$ cat config.mk
export PLATFORM = sky130hd
export DESIGN_NAME = fifo_pkt_reader
export DESIGN_NICKNAME = d
export VERILOG_FILES = /design/src/rtl/fifo_pkt_pkg.sv /design/src/rtl/fifo_pkt_reader_skid.sv /design/src/rtl/fifo_pkt_reader.sv
export SDC_FILE = /design/constraint.sdc
export NUM_CORES = 1
export LEC_CHECK = 0
export ABC_AREA = 1
export CAP_MARGIN = 10
export CORE_ASPECT_RATIO = 2
export CORE_MARGIN = 3
export CORE_UTILIZATION = 50
export CTS_BUF_LIST = sky130_fd_sc_hd__clkbuf_8
export DETAILED_ROUTE_END_ITERATION = 7
export PLACE_DENSITY = 0.9
export SYNTH_ARGS = -nofsm -noshare
export SYNTH_HDL_FRONTEND = slang
export SYNTH_HIERARCHICAL = 1
export SYNTH_SLANG_ARGS = --single-unit
$ cat constraint.sdc
create_clock -name clk -period 2 [get_ports clk]
set_input_delay 0.4 -clock clk [delete_from_list [all_inputs] [get_ports clk]]
set_output_delay 0.4 -clock clk [all_outputs]
set_load 0.01 [all_outputs]
$ cat src/rtl/fifo_pkt_pkg.sv
// ----------------------------------------------------------------------------
// fifo_pkt_pkg
// Shared types and constants for the sorted-packet FIFO reader:
//   - state_t : framing FSM encoding (ST_HDR, ST_PAY)
//   - HDR_LEN_LSB : LSB of the payload-length field inside the header word
//   - tag_t : per-beat sideband bundle {tlast, tuser}
// ----------------------------------------------------------------------------
package fifo_pkt_pkg;

   typedef enum logic {
      ST_HDR = 1'b0,
      ST_PAY = 1'b1
   } state_t;

   // Length field occupies header[HDR_LEN_LSB +: LEN_WIDTH].
   localparam int unsigned HDR_LEN_LSB = 0;

   localparam int unsigned TAG_WIDTH = 2;

   typedef struct packed {
      logic tlast;
      logic tuser;
   } tag_t;

endpackage

$ cat src/rtl/fifo_pkt_reader_skid.sv
// ----------------------------------------------------------------------------
// pkt_out_skid
// Two-entry in-order output buffer holding data word plus {tlast, tuser} tag.
// Entry 0 is always the head; head outputs come straight from registers.
// Ports:
//   clk, rst_n       : clock, synchronous active-low reset
//   i_push           : write i_push_data/i_push_tag at the tail
//   i_pop            : drop the head entry (caller only pops when o_occ != 0)
//   o_occ            : number of valid entries, 0..2
//   o_head_data/_tag : contents of the head entry
// Caller guarantees no push while full unless a pop happens in the same cycle.
// ----------------------------------------------------------------------------
module pkt_out_skid
   import fifo_pkt_pkg::*;
#(
   parameter int unsigned DATA_WIDTH = 32
) (
   input  logic                  clk,
   input  logic                  rst_n,
   input  logic                  i_push,
   input  logic [DATA_WIDTH-1:0] i_push_data,
   input  tag_t                  i_push_tag,
   input  logic                  i_pop,
   output logic [1:0]            o_occ,
   output logic [DATA_WIDTH-1:0] o_head_data,
   output tag_t                  o_head_tag
);

   localparam int unsigned ENT_W = DATA_WIDTH + TAG_WIDTH;

   logic [ENT_W-1:0] r_ent0;
   logic [ENT_W-1:0] r_ent1;
   logic [1:0]       r_occ;
   logic [ENT_W-1:0] w_push_ent;

   assign w_push_ent = {i_push_data, i_push_tag};

   // Shift-style buffer: pop moves entry 1 into the head slot.
   always_ff @(posedge clk) begin
      if (!rst_n) begin
         r_ent0 <= '0;
         r_ent1 <= '0;
         r_occ  <= 2'd0;
      end else begin
         case ({i_push, i_pop})
            2'b10: begin
               if (r_occ == 2'd0) r_ent0 <= w_push_ent;
               else               r_ent1 <= w_push_ent;
               r_occ <= r_occ + 2'd1;
            end
            2'b01: begin
               r_ent0 <= r_ent1;
               r_occ  <= r_occ - 2'd1;
            end
            2'b11: begin
               // Occupancy unchanged; the new word lands behind whatever remains.
               if (r_occ == 2'd2) begin
                  r_ent0 <= r_ent1;
                  r_ent1 <= w_push_ent;
               end else begin
                  r_ent0 <= w_push_ent;
               end
            end
            default: ;
         endcase
      end
   end

   assign o_occ       = r_occ;
   assign o_head_data = r_ent0[ENT_W-1:TAG_WIDTH];
   assign o_head_tag  = tag_t'(r_ent0[TAG_WIDTH-1:0]);

endmodule

$ cat src/rtl/fifo_pkt_reader.sv
// ----------------------------------------------------------------------------
// fifo_pkt_reader
// Pops framed packets (header + N payload words, N = header length field)
// from a sync_fifo read port with one-cycle read latency and presents them as
// a valid/ready stream with tlast/tuser tags.
// Ports:
//   clk, rst_n              : clock, synchronous active-low reset
//   fifo_rd_data/fifo_empty : FIFO read side (data valid the cycle after read)
//   fifo_rd_en              : FIFO read request (combinational)
//   m_tdata/m_tvalid/m_tready/m_tlast/m_tuser : output stream, tuser=header
//   pkt_count               : packets whose last beat has been handshaked
// ----------------------------------------------------------------------------
module fifo_pkt_reader
   import fifo_pkt_pkg::*;
#(
   parameter int unsigned DATA_WIDTH = 32,
   parameter int unsigned LEN_WIDTH  = 8,
   parameter int unsigned CNT_WIDTH  = 16
) (
   input  logic                  clk,
   input  logic                  rst_n,
   input  logic [DATA_WIDTH-1:0] fifo_rd_data,
   input  logic                  fifo_empty,
   output logic                  fifo_rd_en,
   output logic [DATA_WIDTH-1:0] m_tdata,
   output logic                  m_tvalid,
   input  logic                  m_tready,
   output logic                  m_tlast,
   output logic                  m_tuser,
   output logic [CNT_WIDTH-1:0]  pkt_count
);

   state_t                r_state;
   state_t                w_state_nxt;
   logic [LEN_WIDTH-1:0]  r_remaining;
   logic [LEN_WIDTH-1:0]  w_remaining_nxt;
   logic                  r_inflight;
   logic [CNT_WIDTH-1:0]  r_pkt_count;

   logic [LEN_WIDTH-1:0]  w_hdr_len;
   tag_t                  w_cap_tag;
   tag_t                  w_head_tag;
   logic [1:0]            w_occ;
   logic                  w_pop;
   logic [2:0]            w_level;

   assign w_hdr_len = fifo_rd_data[HDR_LEN_LSB +: LEN_WIDTH];

   // Read issue: keep buffered + in-flight words at most 2 after this cycle's pop.
   assign m_tvalid   = (w_occ != 2'd0);
   assign w_pop      = m_tvalid && m_tready;
   assign w_level    = 3'(w_occ) + 3'(r_inflight) - 3'(w_pop);
   assign fifo_rd_en = rst_n && !fifo_empty && (w_level < 3'd2);

   // Framing state, in-flight flag and packet counter.
   always_ff @(posedge clk) begin
      if (!rst_n) begin
         r_state     <= ST_HDR;
         r_remaining <= '0;
         r_inflight  <= 1'b0;
         r_pkt_count <= '0;
      end else begin
         r_state     <= w_state_nxt;
         r_remaining <= w_remaining_nxt;
         r_inflight  <= fifo_rd_en;
         if (w_pop && w_head_tag.tlast) r_pkt_count <= r_pkt_count + CNT_WIDTH'(1);
      end
   end

   // Framing FSM: advances only when a word is captured from the FIFO.
   always_comb begin
      w_state_nxt     = r_state;
      w_remaining_nxt = r_remaining;
      w_cap_tag       = '0;
      if (r_inflight) begin
         case (r_state)
            ST_HDR: begin
               w_cap_tag.tuser = 1'b1;
               w_cap_tag.tlast = (w_hdr_len == '0);
               if (w_hdr_len != '0) begin
                  w_remaining_nxt = w_hdr_len;
                  w_state_nxt     = ST_PAY;
               end
            end
            ST_PAY: begin
               w_cap_tag.tuser = 1'b0;
               w_cap_tag.tlast = (r_remaining == LEN_WIDTH'(1));
               if (r_remaining != '0) w_remaining_nxt = r_remaining - LEN_WIDTH'(1);
               if (r_remaining <= LEN_WIDTH'(1)) w_state_nxt = ST_HDR;
            end
            default: w_state_nxt = ST_HDR;
         endcase
      end
   end

   pkt_out_skid #(
      .DATA_WIDTH (DATA_WIDTH)
   ) u_skid (
      .clk         (clk),
      .rst_n       (rst_n),
      .i_push      (r_inflight),
      .i_push_data (fifo_rd_data),
      .i_push_tag  (w_cap_tag),
      .i_pop       (w_pop),
      .o_occ       (w_occ),
      .o_head_data (m_tdata),
      .o_head_tag  (w_head_tag)
   );

   assign m_tlast   = w_head_tag.tlast;
   assign m_tuser   = w_head_tag.tuser;
   assign pkt_count = r_pkt_count;

endmodule
==> results.sh, run 1 <==
export IMPL_clkLatencyLatePin_ps=360
export IMPL_cts_tree="yes"
export IMPL_multi_input_area_um2=2550
export IMPL_slowest_stage="fa_1"
export IMPL_finalHoldViolCount=0
export IMPL_ir_drop_mv=0.755
export IMPL_status="finished, violations left"
export IMPL_power_leakage_uw=0.00293
export IMPL_ys_types=36
export IMPL_final_seq_area_um2=1930
export IMPL_ys_seq_area_frac=0.380
export IMPL_post_place_ws_ps=-943
export IMPL_drv_slew=0
export IMPL_critPathLaunchType="flop"
export IMPL_rows=51
export IMPL_first_global_vias=4824
export IMPL_fp_dieH_um=148
export IMPL_synth_warnings=6
export IMPL_area_delta_synth_final_pct=29.1
export IMPL_wirelength_mm=12.4
export IMPL_start_util=0.515
export IMPL_grt_pass1_wl_mm=21.5
export IMPL_relSlewSlack=0.630
export IMPL_layoutNonFillerInstCount=999
export IMPL_fin_skew_ps=7.56
export IMPL_synth_top_area_share=0.380
export IMPL_grt_overflow=0
export IMPL_die_area_um2=11400
export IMPL_placedCellCount=981
export IMPL_final_cell_mix="nand2_1, nor2_1, inv_1"
export IMPL_fmax_mhz=423
export IMPL_drive_gt1_frac=0.106
export IMPL_tns_ps=-365
export IMPL_die_w_um=77.1
export IMPL_gp_congestion=0.901
export IMPL_ys_seq_elements=96
export IMPL_yosys_top_cells_area="dfxtp_1, nand2_1, nor2_1"
export IMPL_syn_avg_cell_area_um2=6.68
export IMPL_synth_edff_count=0
export IMPL_required_ps=1600
export IMPL_io_pins=88
export IMPL_clockBufferDepth=2
export IMPL_grt_usage=0.228
export IMPL_first_iter_violations=275
export IMPL_routed_via_density=5.00
export IMPL_worst_setup_path_type="reg2out"
export IMPL_hpwl_mm=8.95
export IMPL_n_fill_cell=869
export IMPL_vias=4997
export IMPL_layout_cells_most_common="nand2_1"
export IMPL_cts_root_buf="clkbuf_8"
export IMPL_crit_arrival_ps=1970
export IMPL_cts_clk_slew_worst_paths_ps=90
export IMPL_synth_cells=757
export IMPL_whs_ps=317
export IMPL_setup_viol=1
export IMPL_cp_slowest_stage_delay_ps=510
export IMPL_ctsHtreeMaxLevel=3
export IMPL_cts_sinks=96
export IMPL_layout_nets=907
export IMPL_path_max_fanout=2
export IMPL_cap_violations=0
export IMPL_ant_nets=0
export IMPL_netlist_area_um2=5060
export IMPL_worst_pin_slew_ps=555
export IMPL_drc=0
export IMPL_dr_pass1_iters=6
export IMPL_yosysTopAreaCell="dfxtp_1"
export IMPL_antenna_found_initial=0
export IMPL_antenna_cells=0
export IMPL_synthArstFlopShare=0
export IMPL_rsz0062_at_grt="yes"
export IMPL_power_density_nw_per_um2=1230
export IMPL_hold_path_class="in2reg"
export IMPL_numCtsBuffers=9
export IMPL_period_minus_slack_ps=2370
export IMPL_portBuffers=87
export IMPL_coreArea_um2=9830
export IMPL_synth_main_ff_cell="dfxtp_1"
export IMPL_power_total_uw=8020
export IMPL_avgRoutedWirePerCell_um=12.5
export IMPL_violations="negative setup slack"
export IMPL_hold_buffers=0
export IMPL_synth_fp_nets=802
export IMPL_fin_crit_sh=1.18
export IMPL_grt_max_degree=55
export IMPL_setup_ws_ps=-365
export IMPL_crit_chain="inv_4, nand2_4, nand2_4, inv_4, nand2_2, o21ai_1, nand2_1, fa_1, nand2_2, nor3_2, buf_2"
export IMPL_critPathCaptureType="output port"
==> layout make-up <==
type / instances / share of cell area
multi-input cells: 518 / 0.391
flip-flops and latches: 96 / 0.296
repair buffers: 128 / 0.194
inverters: 109 / 0.0642
well taps: 132 / 0.0253
clock buffers: 10 / 0.0211
clock inverters: 6 / 0.00901
==> cell usage after synthesis (all sizes together), types with 4 or more instances <==
master / n
buf: 29
nand2: 186
dfxtp: 96
o21ai: 20
nand3: 82
a21oi: 49
nor2: 121
clkbuf: 5
nand3b: 34
ha: 8
inv: 108
xor2: 4
nor3: 5
==> power by group <==
part           total (uW)  switching [uW]  internal, uW
Sequential           2760             312          2450
Clock                1260             658           607
Combinational        4000            2150          1840
==> per-stage QoR <==
| step | util | area, um2 |
|---|---|---|
| finish | 0.664 | 6530 |
| floorplan | - | 5070 |
| global route | 0.664 | 6530 |
| global placement | 0.642 | 6310 |
| CTS | 0.664 | 6530 |
| detailed placement | 0.642 | 6310 |
==> routing by layer <==
metal | wire [um] | up-vias | track usage | share of wire
met5 | 0 | - | 0 | 0
li1 | - | 2557 | - | -
met1 | 4450 | 2261 | 0.229 | 0.36
met4 | 450 | 0 | 0.122 | 0.036
met2 | 6930 | 143 | 0.434 | 0.56
met3 | 618 | 36 | 0.0442 | 0.050
==> state kept, by name (all words and copies together), names as in the netlist <==
| register | count |
|---|---|
| pkt_count | 16 |
| r_inflight | 1 |
| u_skid/o_occ | 2 |
| r_state | 1 |
| r_remaining | 8 |
| u_skid/r_ent0 | 34 |
| u_skid/r_ent1 | 34 |
==> final timing paths <==
check,cells past startpoint,from,end,slack [ps]
max reg2reg,13,u_skid/o_occ[0],u_skid/r_ent1[11],140
min,3,rst_n,r_inflight,320
max,11,u_skid/o_occ[1],fifo_rd_en,-370
min reg2reg,2,u_skid/r_ent1[26],u_skid/r_ent1[26],470
==> kinds of logic after synthesis <==
logic type / Yosys count / synth area share
AO/OA/AOI/OAI: 73 / 0.0767
adder cells (fa/ha/maj): 9 / 0.0238
multiplexers: 1 / 0.00198
buffers and inverters: 143 / 0.118
flip-flops: 96 / 0.380
XOR/XNOR: 5 / 0.00866
AND/OR/NAND/NOR: 430 / 0.391
==> repair_timing <==
item / CTS / global route
setup buffers: 2 / 0
endpoints found under the setup margin: 1 / 2
gates resized for setup: 9 / 2
pin swaps: 5 / 2
==> worst max-delay path: cells and delay by family, from the launching register on <==
family	cells	cell delay [ps]
adder cells (fa/ha/maj)	1	510
AND/OR/NAND/NOR	6	430
flip-flops	1	360
buffers and inverters	3	220
AO/OA/AOI/OAI	1	70
Power figures use the tool's default switching activity.
==> run 2, diff against run 1 <==
==> constraint.sdc (replaced) <==
create_clock -name clk -period 2.17 [get_ports clk]
set_input_delay 0.434 -clock clk [delete_from_list [all_inputs] [get_ports clk]]
set_output_delay 0.434 -clock clk [all_outputs]
set_load 0.01 [all_outputs]
==> run 2 against run 1 <==
The run still ends with negative setup slack left. Die area is the same. Worst hold slack gained 120 ps. Final cell count shrank 0.90%. Utilization shrank 0.84 points. Via count grew 0.62%. Sequential cell count is the same. Non-clock buffer count shrank 7. Critical path type unchanged. Largest cell class unchanged. Highest routed layer unchanged.
==> results.sh, run 2 (same netlist as run 1, synthesis figures left out) <==
export IMPL_period_minus_slack_ps=2540
export IMPL_tns_ps=-373
export IMPL_grt_usage=0.232
export IMPL_cts_tree="yes"
export IMPL_swShare=0.393
export IMPL_rsz0062_at_grt="yes"
export IMPL_fin_crit_sh=1.17
export IMPL_gp_congestion=0.930
export IMPL_p_int_uw=4450
export IMPL_area_delta_synth_final_pct=27.5
export IMPL_critPathLaunchType="flop"
export IMPL_cts_root_buf="clkbuf_8"
export IMPL_critPathLaunch="u_skid/o_occ[0]"
export IMPL_dr_pass1_iters=5
export IMPL_antenna_cells=0
export IMPL_final_cell_mix="nand2_1, nor2_1, inv_1"
export IMPL_status="finished, violations left"
export IMPL_worst_pin_slew_ps=561
export IMPL_violations="negative setup slack"
export IMPL_cts_sinks=96
export IMPL_crit_arrival_ps=2110
export IMPL_die_w_um=77.1
export IMPL_clkLatencyLatePin_ps=370
export IMPL_rows=51
export IMPL_avgRoutedWirePerCell_um=13.0
export IMPL_antenna_found_initial=0
export IMPL_wirelength_mm=12.8
export IMPL_die_area_um2=11400
export IMPL_p_seq_frac=0.345
export IMPL_hold_path_class="in2reg"
export IMPL_worst_setup_path_type="reg2out"
export IMPL_worstReg2RegStart="u_skid/o_occ[0]"
export IMPL_post_place_ws_ps=-833
export IMPL_drive_gt1_frac=0.0979
export IMPL_grt_max_degree=55
export IMPL_cap_violations=0
export IMPL_grt_overflow=0
export IMPL_ir_drop_mv=0.768
export IMPL_setup_ws_ps=-373
export IMPL_fp_dieH_um=148
export IMPL_io_pins=88
export IMPL_numCtsBuffers=9
export IMPL_fin_skew_ps=10.2
export IMPL_relSlewSlack=0.626
export IMPL_power_leakage_uw=0.00289
export IMPL_grt_pass1_wl_mm=21.8
export IMPL_clockBufferDepth=2
export IMPL_drv_slew=0
export IMPL_portBuffers=87
export IMPL_layout_nets=900
export IMPL_fin_area_um2=6440
export IMPL_placedCellCount=972
export IMPL_hold_start="rst_n"
export IMPL_coreArea_um2=9830
export IMPL_hpwl_mm=8.97
export IMPL_first_global_vias=5034
export IMPL_layout_cells_most_common="nand2_1"
export IMPL_start_util=0.515
export IMPL_first_iter_violations=309
export IMPL_critPathCaptureType="output port"
export IMPL_comb_power_share=0.498
export IMPL_power_total_uw=7330
export IMPL_cts_clk_slew_worst_paths_ps=90
export IMPL_rrSetupSlack_ps=260
export IMPL_ant_nets=0
export IMPL_layoutNonFillerInstCount=990
export IMPL_vias=5028
export IMPL_switchingPower_uw=2880
export IMPL_required_ps=1740
export IMPL_ctsHtreeMaxLevel=3
export IMPL_fmax_mhz=393
export IMPL_finalHoldViolCount=0
export IMPL_routed_via_density=5.08
export IMPL_path_max_fanout=3
export IMPL_setup_viol=1
export IMPL_hold_buffers=0
export IMPL_drc=0
export IMPL_power_density_nw_per_um2=1140
export IMPL_dpl_cell_area_um2=6220
export IMPL_clkPwrFrac=0.157
-- run 2: cell count changes in the layout (fill, tap and decap cells not counted) --
cell	delta
clkinv_2	-1
dfxtp_2	+2
inv_4	-3
inv_2	+2
buf_4	-6
o21ai_2	+1
buf_12	-1
dfxtp_4	-2
o21ai_1	-1
-- run 2: final cells by class --
type / instances / area (um2)
tap: 132 / 165
inverter: 109 / 414
multi-input combinational: 518 / 2550
timing repair buffer: 121 / 1200
clock buffer: 10 / 138
clock inverter: 4 / 47.5
sequential: 96 / 1920
fill: 883 / 3380
-- run 2: power by group through the flow --
stage                     logic, uW  clock network [uW]  registers, uW
after floorplan                2010                   0           2710
after global placement         3490                   0           2560
after detailed placement       3580                   0           2570
after CTS                      3620                1180           2530
after global routing           4070                1250           2600
final                          3650                1150           2530
-- run 2: what timing repair did --
action,in CTS,in global routing
gates resized for setup,9,3
endpoints found under the setup margin,1,1
pin swaps,2,5
buffers inserted,1,3
-- run 2: path summary, 6_finish.rpt --
path | cells past startpoint | endpoint
worst max-delay path | 11 | fifo_rd_en
worst min-delay path | 4 | r_inflight
worst max register to register | 15 | u_skid/r_ent0[12]
worst min register to register | 2 | u_skid/r_ent1[5]
-- run 2: critical path, cell delays in order, from the launching register on --
cell     delay (ps)
dfxtp_2         360
inv_4            50
nand2_4          70
nand2_4          50
inv_2            60
nand2_2          60
o21ai_2          50
nand2_1          80
fa_1            530
nand2_2          70
nor3_2          200
buf_2           160
-- run 2: per-layer routing --
layer | up-vias | GRT usage | share of wire | wire (um)
met5 | - | 0 | 0 | 0
met4 | 0 | 0.140 | 0.039 | 499
met3 | 35 | 0.0382 | 0.044 | 559
met2 | 161 | 0.439 | 0.54 | 6900
met1 | 2291 | 0.232 | 0.38 | 4870
li1 | 2541 | - | - | -
-- run 2: through the flow --
stage | util | hold slack (ps)
5_1_grt | 0.656 | 434
3_3_place_gp | 0.633 | 450
4_1_cts | 0.653 | 425
2_1_floorplan | - | 441
6_report | 0.656 | 435
3_5_place_dp | 0.633 | 458
